===== config.mk =====
export PLATFORM = sky130hd
export DESIGN_NAME = fifo_rd_drain
export DESIGN_NICKNAME = d
export VERILOG_FILES = /design/src/rtl/crossbar_pkg.sv /design/src/rtl/fifo_rd_drain_skid_buf2.sv /design/src/rtl/fifo_rd_drain.sv
export SDC_FILE = /design/constraint.sdc
export NUM_CORES = 1
export LEC_CHECK = 0
export CORE_AREA = 2 2 74 105
export DETAILED_ROUTE_END_ITERATION = 10
export DIE_AREA = 0 0 76 107
export PLACE_DENSITY = 0.92
export SYNTH_ARGS = -nofsm -noshare
export SYNTH_HDL_FRONTEND = slang
export SYNTH_SLANG_ARGS = --single-unit

===== constraint.sdc =====
create_clock -name clk -period 4.65 [get_ports clk]
set_input_delay 0.93 -clock clk [delete_from_list [all_inputs] [get_ports clk]]
set_output_delay 0.93 -clock clk [all_outputs]
set_load 0.05 [all_outputs]

===== src/rtl/crossbar_pkg.sv =====
// Shared types and constants for the crossbar read-side drain logic.
package crossbar_pkg;

  localparam int DATA_SIZE = 32;

  typedef logic [DATA_SIZE-1:0] data_t;

  // Buffered-beat count encoding of the 2-entry output buffer
  localparam logic [1:0] OCC_EMPTY = 2'd0;
  localparam logic [1:0] OCC_ONE   = 2'd1;
  localparam logic [1:0] OCC_TWO   = 2'd2;

endpackage


===== src/rtl/fifo_rd_drain_skid_buf2.sv =====
// Two-entry valid/ready buffer: head register drives the output, skid register
// absorbs one extra beat while the head is stalled.
module skid_buf2 #(
  parameter int W = crossbar_pkg::DATA_SIZE
) (
  input  logic         clk,
  input  logic         rst,
  input  logic         push,
  input  logic [W-1:0] push_data,
  input  logic         flush,
  input  logic         out_ready,
  output logic         out_valid,
  output logic [W-1:0] out_data,
  output logic [1:0]   occ
);
  import crossbar_pkg::*;

  logic [1:0]   occ_q, occ_d;
  logic [W-1:0] head_q, head_d;
  logic [W-1:0] skid_q, skid_d;
  logic         acc;

  // Valid/ready contract: a beat transfers on any edge where out_valid & out_ready.
  // out_valid depends only on registered state; out_ready never feeds back into push.
  assign out_valid = (occ_q != OCC_EMPTY);
  assign out_data  = head_q;
  assign occ       = occ_q;
  assign acc       = out_valid & out_ready;

  always_comb begin
    occ_d  = occ_q;
    head_d = head_q;
    skid_d = skid_q;
    if (flush) begin
      occ_d = OCC_EMPTY;
    end else begin
      case (occ_q)
        OCC_EMPTY: begin
          if (push) begin
            head_d = push_data;
            occ_d  = OCC_ONE;
          end
        end
        OCC_ONE: begin
          if (acc && push) begin
            head_d = push_data;
          end else if (acc) begin
            occ_d = OCC_EMPTY;
          end else if (push) begin
            skid_d = push_data;
            occ_d  = OCC_TWO;
          end
        end
        OCC_TWO: begin
          // Caller never pushes when full, so only the drain case matters here
          if (acc) begin
            head_d = skid_q;
            occ_d  = OCC_ONE;
          end
        end
        default: occ_d = OCC_EMPTY;
      endcase
    end
  end

  always_ff @(posedge clk or negedge rst) begin
    if (!rst) begin
      occ_q  <= OCC_EMPTY;
      head_q <= '0;
      skid_q <= '0;
    end else begin
      occ_q  <= occ_d;
      head_q <= head_d;
      skid_q <= skid_d;
    end
  end

endmodule


===== src/rtl/fifo_rd_drain.sv =====
// Read-side drain of the async CDC FIFO: pops show-ahead entries into a 2-entry
// registered stream buffer and counts delivered beats.
module fifo_rd_drain #(
  parameter int DATA_SIZE = crossbar_pkg::DATA_SIZE,
  parameter int CNT_W     = 16
) (
  input  logic                 clk,
  input  logic                 rst,
  input  logic                 rempty,
  input  logic [DATA_SIZE-1:0] rdata,
  output logic                 rpop,
  output logic                 out_valid,
  output logic [DATA_SIZE-1:0] out_data,
  input  logic                 out_ready,
  input  logic                 flush,
  output logic [1:0]           occ,
  output logic [CNT_W-1:0]     beat_cnt
);
  import crossbar_pkg::*;

  logic [CNT_W-1:0] beat_cnt_q, beat_cnt_d;
  logic             acc;

  // Pop decision uses only registered occupancy, so downstream ready never reaches rpop
  assign rpop = rst & ~rempty & (occ != OCC_TWO) & ~flush;
  assign acc  = out_valid & out_ready;

  skid_buf2 #(
    .W(DATA_SIZE)
  ) u_buf (
    .clk      (clk),
    .rst      (rst),
    .push     (rpop),
    .push_data(rdata),
    .flush    (flush),
    .out_ready(out_ready),
    .out_valid(out_valid),
    .out_data (out_data),
    .occ      (occ)
  );

  always_comb begin
    beat_cnt_d = beat_cnt_q;
    if (acc) beat_cnt_d = beat_cnt_q + {{(CNT_W-1){1'b0}}, 1'b1};
  end

  always_ff @(posedge clk or negedge rst) begin
    if (!rst) beat_cnt_q <= '0;
    else      beat_cnt_q <= beat_cnt_d;
  end

  assign beat_cnt = beat_cnt_q;

endmodule


* Yosys cells after proc, flatten, opt, wreduce, memory -nomap -nowiden
Cells that the tools add are included.
Operators by class: multiplexer cells 11, eq/ne operators 10, reduce and logical (&&, ||, !) cells 7, bitwise logic cells 8, add/sub/neg operators 1
Operator list (count):
- 32-bit 2-to-1 mux | 3
- 32-bit case mux with 3 select lines | 1
- 16-bit by 1-bit adder with 16-bit output (second input constant) | 1
- 2-bit 2-to-1 mux | 6
- 5-bit AND reduction | 2
- 2-bit by 1-bit inequality test with 1-bit output (second input constant) | 3
- 3-bit by 2-bit inequality test with 1-bit output (second input constant) | 2
- 2-bit case mux with 3 select lines | 1
- 1-bit bitwise AND | 4
- 4-bit by 2-bit inequality test with 1-bit output (second input constant) | 1
- 1-bit inverter | 4
- 4-bit AND reduction | 1
- 3-bit inequality test (second input constant) | 1
- 3-bit nonzero test | 1
- 2-bit by 1-bit equality test with 1-bit output (second input constant) | 1
- 2-bit equality test (second input constant) | 1
- 2-bit logical NOT | 1
- 2-bit inequality test (second input constant) | 1
- 2-bit nonzero test | 1
- 1-bit logical AND | 1
Storage, ports and cells: output and inout port bits 52, word-level logic and storage cells 41, input port bits 37, register bits after elaboration 82

* Logic depth before layout (Yosys ltp)
word-level depth 9, mapped depth 6, mapped depth without buffers 4

* Cells and area by module
Synthesis repeated with hierarchy kept, for this count alone.
Unflattened totals: cell total of the unflattened synthesis 244, area total of the unflattened synthesis 3687.3 µm²
By module, submodules not included:
- skid_buf2 | cells each 187, seq. area each 1651.6 µm², area each 2980.4 µm², times used 1
- fifo_rd_drain | cells each 57, seq. area each 400.4 µm², area each 706.9 µm², times used 1

* Least setup slack after synthesis
Ideal clock, no wire load.
path kind flip-flop to output port, start register u_buf.occ_q[1] (netlist: u_buf.occ[1]), end output port rpop, stages on the path, launching flop included 6, slack 1292 ps, data required time 3720 ps, arrival 2428 ps, path buffers 3, cell sequence dfrtp_1 > buf_2 > and2b_1 > buf_2 > buf_1 > nor3_1
Between the ends: word-level cells in the longest chain between the ends 3
Ends and longest elaborated chain:
- start, declared | line fifo_rd_drain_skid_buf2.sv:18 | logic [1:0] occ_q, occ_d;
- start signal, assigned | line fifo_rd_drain_skid_buf2.sv:68 | occ_q <= OCC_EMPTY;
- start signal, assigned | line fifo_rd_drain_skid_buf2.sv:72 | occ_q <= occ_d;
- 2-bit inequality test | line fifo_rd_drain.sv:25 | assign rpop = rst & ~rempty & (occ != OCC_TWO) & ~flush;
- 1-bit bitwise AND (2 in series) | line fifo_rd_drain.sv:25
- end, declared | line fifo_rd_drain.sv:11 | output logic rpop,
No other way between the ends.

* Final worst setup path
start input port rempty, end output port rpop
Between the ends: word-level cells in the longest chain between the ends 4
Ends and longest elaborated chain:
- start, declared | line fifo_rd_drain.sv:9 | input logic rempty,
- 1-bit inverter | line fifo_rd_drain.sv:25
- 1-bit bitwise AND (3 in series) | line fifo_rd_drain.sv:25
No other way between the ends.

==> metrics.cfg <==
[place]
io_buffers=88
gp_congestion=0.715
dp.final_hpwl_um=4760
dpl.cell_count=426

[setup_path]
timing.rr.end=u_buf.out_data[19]$_DFFE_PN0P_
critPathLaunch=rempty
cp.depth=4
crit_path_start_kind=primary input
cp_num_buf_inv=2
crit_end=rpop
cp_max_fo=6
rrSetupSlack_ps=2190
r2r-start=u_buf.occ[0]$_DFFE_PN0P_
reg2reg_depth=4
cp.arrival_ps=2560
cpMostUsedCell=clkdlybuf4s50_1
slowest_stage=clkdlybuf4s50_1
path_class=primary input to primary output
required_ps=3720
critical_path.top_delay_family=buffers and inverters
worstPathCellList=clkdlybuf4s50_1 -> nand2b_1 -> nor3_1 -> clkdlybuf4s50_1
slowest_delay_ps=830
crit_path_end_kind=primary output

[floorplan]
die_w_um=76
initial_core_util_pct=52.0
io_pins=89
rows=37
core_um2=7180
die-area_um2=8130
die_h_um=107

[cts]
post_cts_resized=0
ctsHoldBuffers=0
cts_tree=built
cts_inserted_buffers=9
cts.sinks=82
path_clk_slew_ps=90
clkLatencyLatePin_ps=340
clk_path_buf_depth=2
cts_setup_buffers=0
cts-root-buf=clkbuf_8
cts_htree_levels=3

[logic_synthesis]
synth-async-reset-ratio_pct=100
synth_area_leaders=dfrtp_1, mux2_2, mux2_4
synth_most_common_cell=dfrtp_1
syn_area_um2=3730
synthMuxAreaShare_pct=32.2
synthSimpleGateAreaFrac_pct=5.66
synthAdderAreaFrac_pct=0.335
synth_top_family_by_area=multiplexers
synth_flop_cell=dfrtp_1
ys_seq_elements=82
yosys.area.top_type=dfrtp_1
synth_compound_area_share_pct=1.01
synthCells=251
synth_fp_nets=289
yosysWarningCount=0
synth_xor_xnor_area_share_pct=3.52
ys_seq_area_share_pct=54.9
netlist_top_cells_count=dfrtp_1, mux2_2, mux2_4
synth_cell_types=31
synth_top_area_share_pct=54.9
avgSynthCellArea_um2=14.9
synth-edff-count=0

[global_routing]
grt_overflow=0
grt_start_max_net_pins=83
grt.total_usage_pct=19.0
grt_pass1_vias=2438
grt_first_pass_wirelength_um=12100
antenna_found_initial=0

[sta]
rsz0062_at_grt=no
clock_skew_ps=10.8
slew_viol_final=0
period_needed_ps=3490
finalHoldViolations=0
relSlewSlack_pct=24.9
setup_viol=0
max_freq_ghz=0.286
worst_slew_pin_slew_ps=1120
tns_ps=0
fin_crit_sh_pct=75.1

[min_path]
hold_path.class=register to register

[power_and_ir_drop]
pwr_density_cell_nw_per_um2=442
clockPowerShare_pct=24.1
vdd_ir_drop_max_mv=0.407
switching_share_pct=34.3
p_int_w=0.00142
seqPwrFrac_pct=43.1
power_leakage_nw=2.18
power_switching_w=0.000740
comb_power_share_pct=32.8

[layout]
fin_cells=442
antenna_cells=0
fin_util_pct=68.0
area_growth_syn_to_layout_pct=30.7
n_fill_cell=525
drive_above_1_share_pct=35.1
finalNetCount=378

[route]
vias=2258
firstDrtPassIters=4
wl_per_cell_um=16.5
drc_errors=0
drtAntennaViolNets=0
wirelength_um=7280
viasPerCell=5.11
dr.first_iter.drc_count=79

[run]
cap_violations=0

[run_status]
status=finished, final reports clean

==> metal layers <==
metal  track usage [%]  vias to the layer above  share of wire [%]
met5                 0                        -                  0
met4              7.27                        0                1.7
met3              4.38                        8                4.7
met2              32.5                       67                 51
met1              23.6                     1121                 43
li1                  -                     1062                  -
==> how the worst min path moves through the flow <==
stage                     cells after the start                         start                           end
after floorplan                               1  u_buf.skid_q[10]$_DFFE_PN0P_  u_buf.skid_q[10]$_DFFE_PN0P_
after global placement                        1      beat_cnt[15]$_DFFE_PN0P_      beat_cnt[15]$_DFFE_PN0P_
after detailed placement                      1       beat_cnt[6]$_DFFE_PN0P_       beat_cnt[6]$_DFFE_PN0P_
after CTS                                     1       beat_cnt[6]$_DFFE_PN0P_       beat_cnt[6]$_DFFE_PN0P_
after global routing                          1       beat_cnt[6]$_DFFE_PN0P_       beat_cnt[6]$_DFFE_PN0P_
final                                         1       beat_cnt[6]$_DFFE_PN0P_       beat_cnt[6]$_DFFE_PN0P_
==> logic make-up after synthesis <==
| group | Yosys count |
|---|---|
| flip-flops | 82 |
| AO/OA/AOI/OAI | 5 |
| buffers and inverters | 13 |
| multiplexers | 97 |
| XOR/XNOR | 15 |
| AND/OR/NAND/NOR | 38 |
| adder cells (fa/ha/maj) | 1 |
==> final cells by class <==
type                       instances  area, um2  area share, %
clock buffer                      10        138           2.82
clock inverter                     6       66.3           1.36
multi-input combinational        156       1600           32.9
sequential                        82       2050           42.0
tap                               97        121           2.49
timing repair buffer              91        901           18.5
==> cell usage in the layout, fill, tap and decap left out <==
master | netlist | final
clkinv_2 | 0 | 2
nand4_1 | 3 | 3
nand2_1 | 9 | 9
nor3b_1 | 1 | 1
clkbuf_8 | 0 | 10
o22a_1 | 1 | 1
buf_4 | 3 | 4
nor2b_2 | 1 | 1
a21oi_4 | 0 | 1
xnor2_1 | 14 | 14
and3_1 | 6 | 6
o21ai_0 | 1 | 1
ha_1 | 1 | 1
dfrtp_1 | 82 | 82
or3_1 | 1 | 1
clkinv_4 | 0 | 3
nor2_1 | 3 | 3
mux2_4 | 30 | 30
nand3b_1 | 1 | 1
nand2b_1 | 1 | 1
xor2_1 | 1 | 1
clkdlybuf4s50_1 | 0 | 87
nor3_1 | 2 | 2
mux2i_1 | 1 | 1
and2b_1 | 1 | 1
or2_2 | 2 | 2
o21a_1 | 2 | 2
or4b_2 | 0 | 1
and4_1 | 1 | 1
bufinv_16 | 0 | 1
nand3_1 | 5 | 5
mux2_2 | 66 | 66
==> per-stage QoR <==
stage	power (W)	cell area [um2]	hold slack [ps]	worst slack, ps
after global routing	0.00225	4880	517	1040
after global placement	0.00164	4680	476	1200
after floorplan	0.00140	3730	474	1290
final	0.00216	4880	507	1160
after CTS	0.00218	4880	504	1150
after detailed placement	0.00166	4680	485	1130
==> worst reg2reg max path: stages (launching register included) <==
cell and delay [ps]:
dfrtp_1 460, nor2b_2 200, or3_1 360, a21oi_4 890, mux2_2 440
==> power by group through the flow <==
| stage | Combinational [W] | Sequential [W] | Clock (W) |
|---|---|---|---|
| 6_report | 0.000707 | 0.000929 | 0.000520 |
| 5_1_grt | 0.000739 | 0.000948 | 0.000558 |
| 4_1_cts | 0.000715 | 0.000931 | 0.000532 |
| 3_5_place_dp | 0.000715 | 0.000942 | 0 |
| 3_3_place_gp | 0.000701 | 0.000934 | 0 |
| 2_1_floorplan | 0.000189 | 0.00121 | 0 |
==> registers in the layout, summed over array words and instances, names as in the netlist <==
signal,count
u_buf.occ,2
u_buf.out_data,32
u_buf.skid_q,32
beat_cnt,16
(Power assumes the default switching activity.)
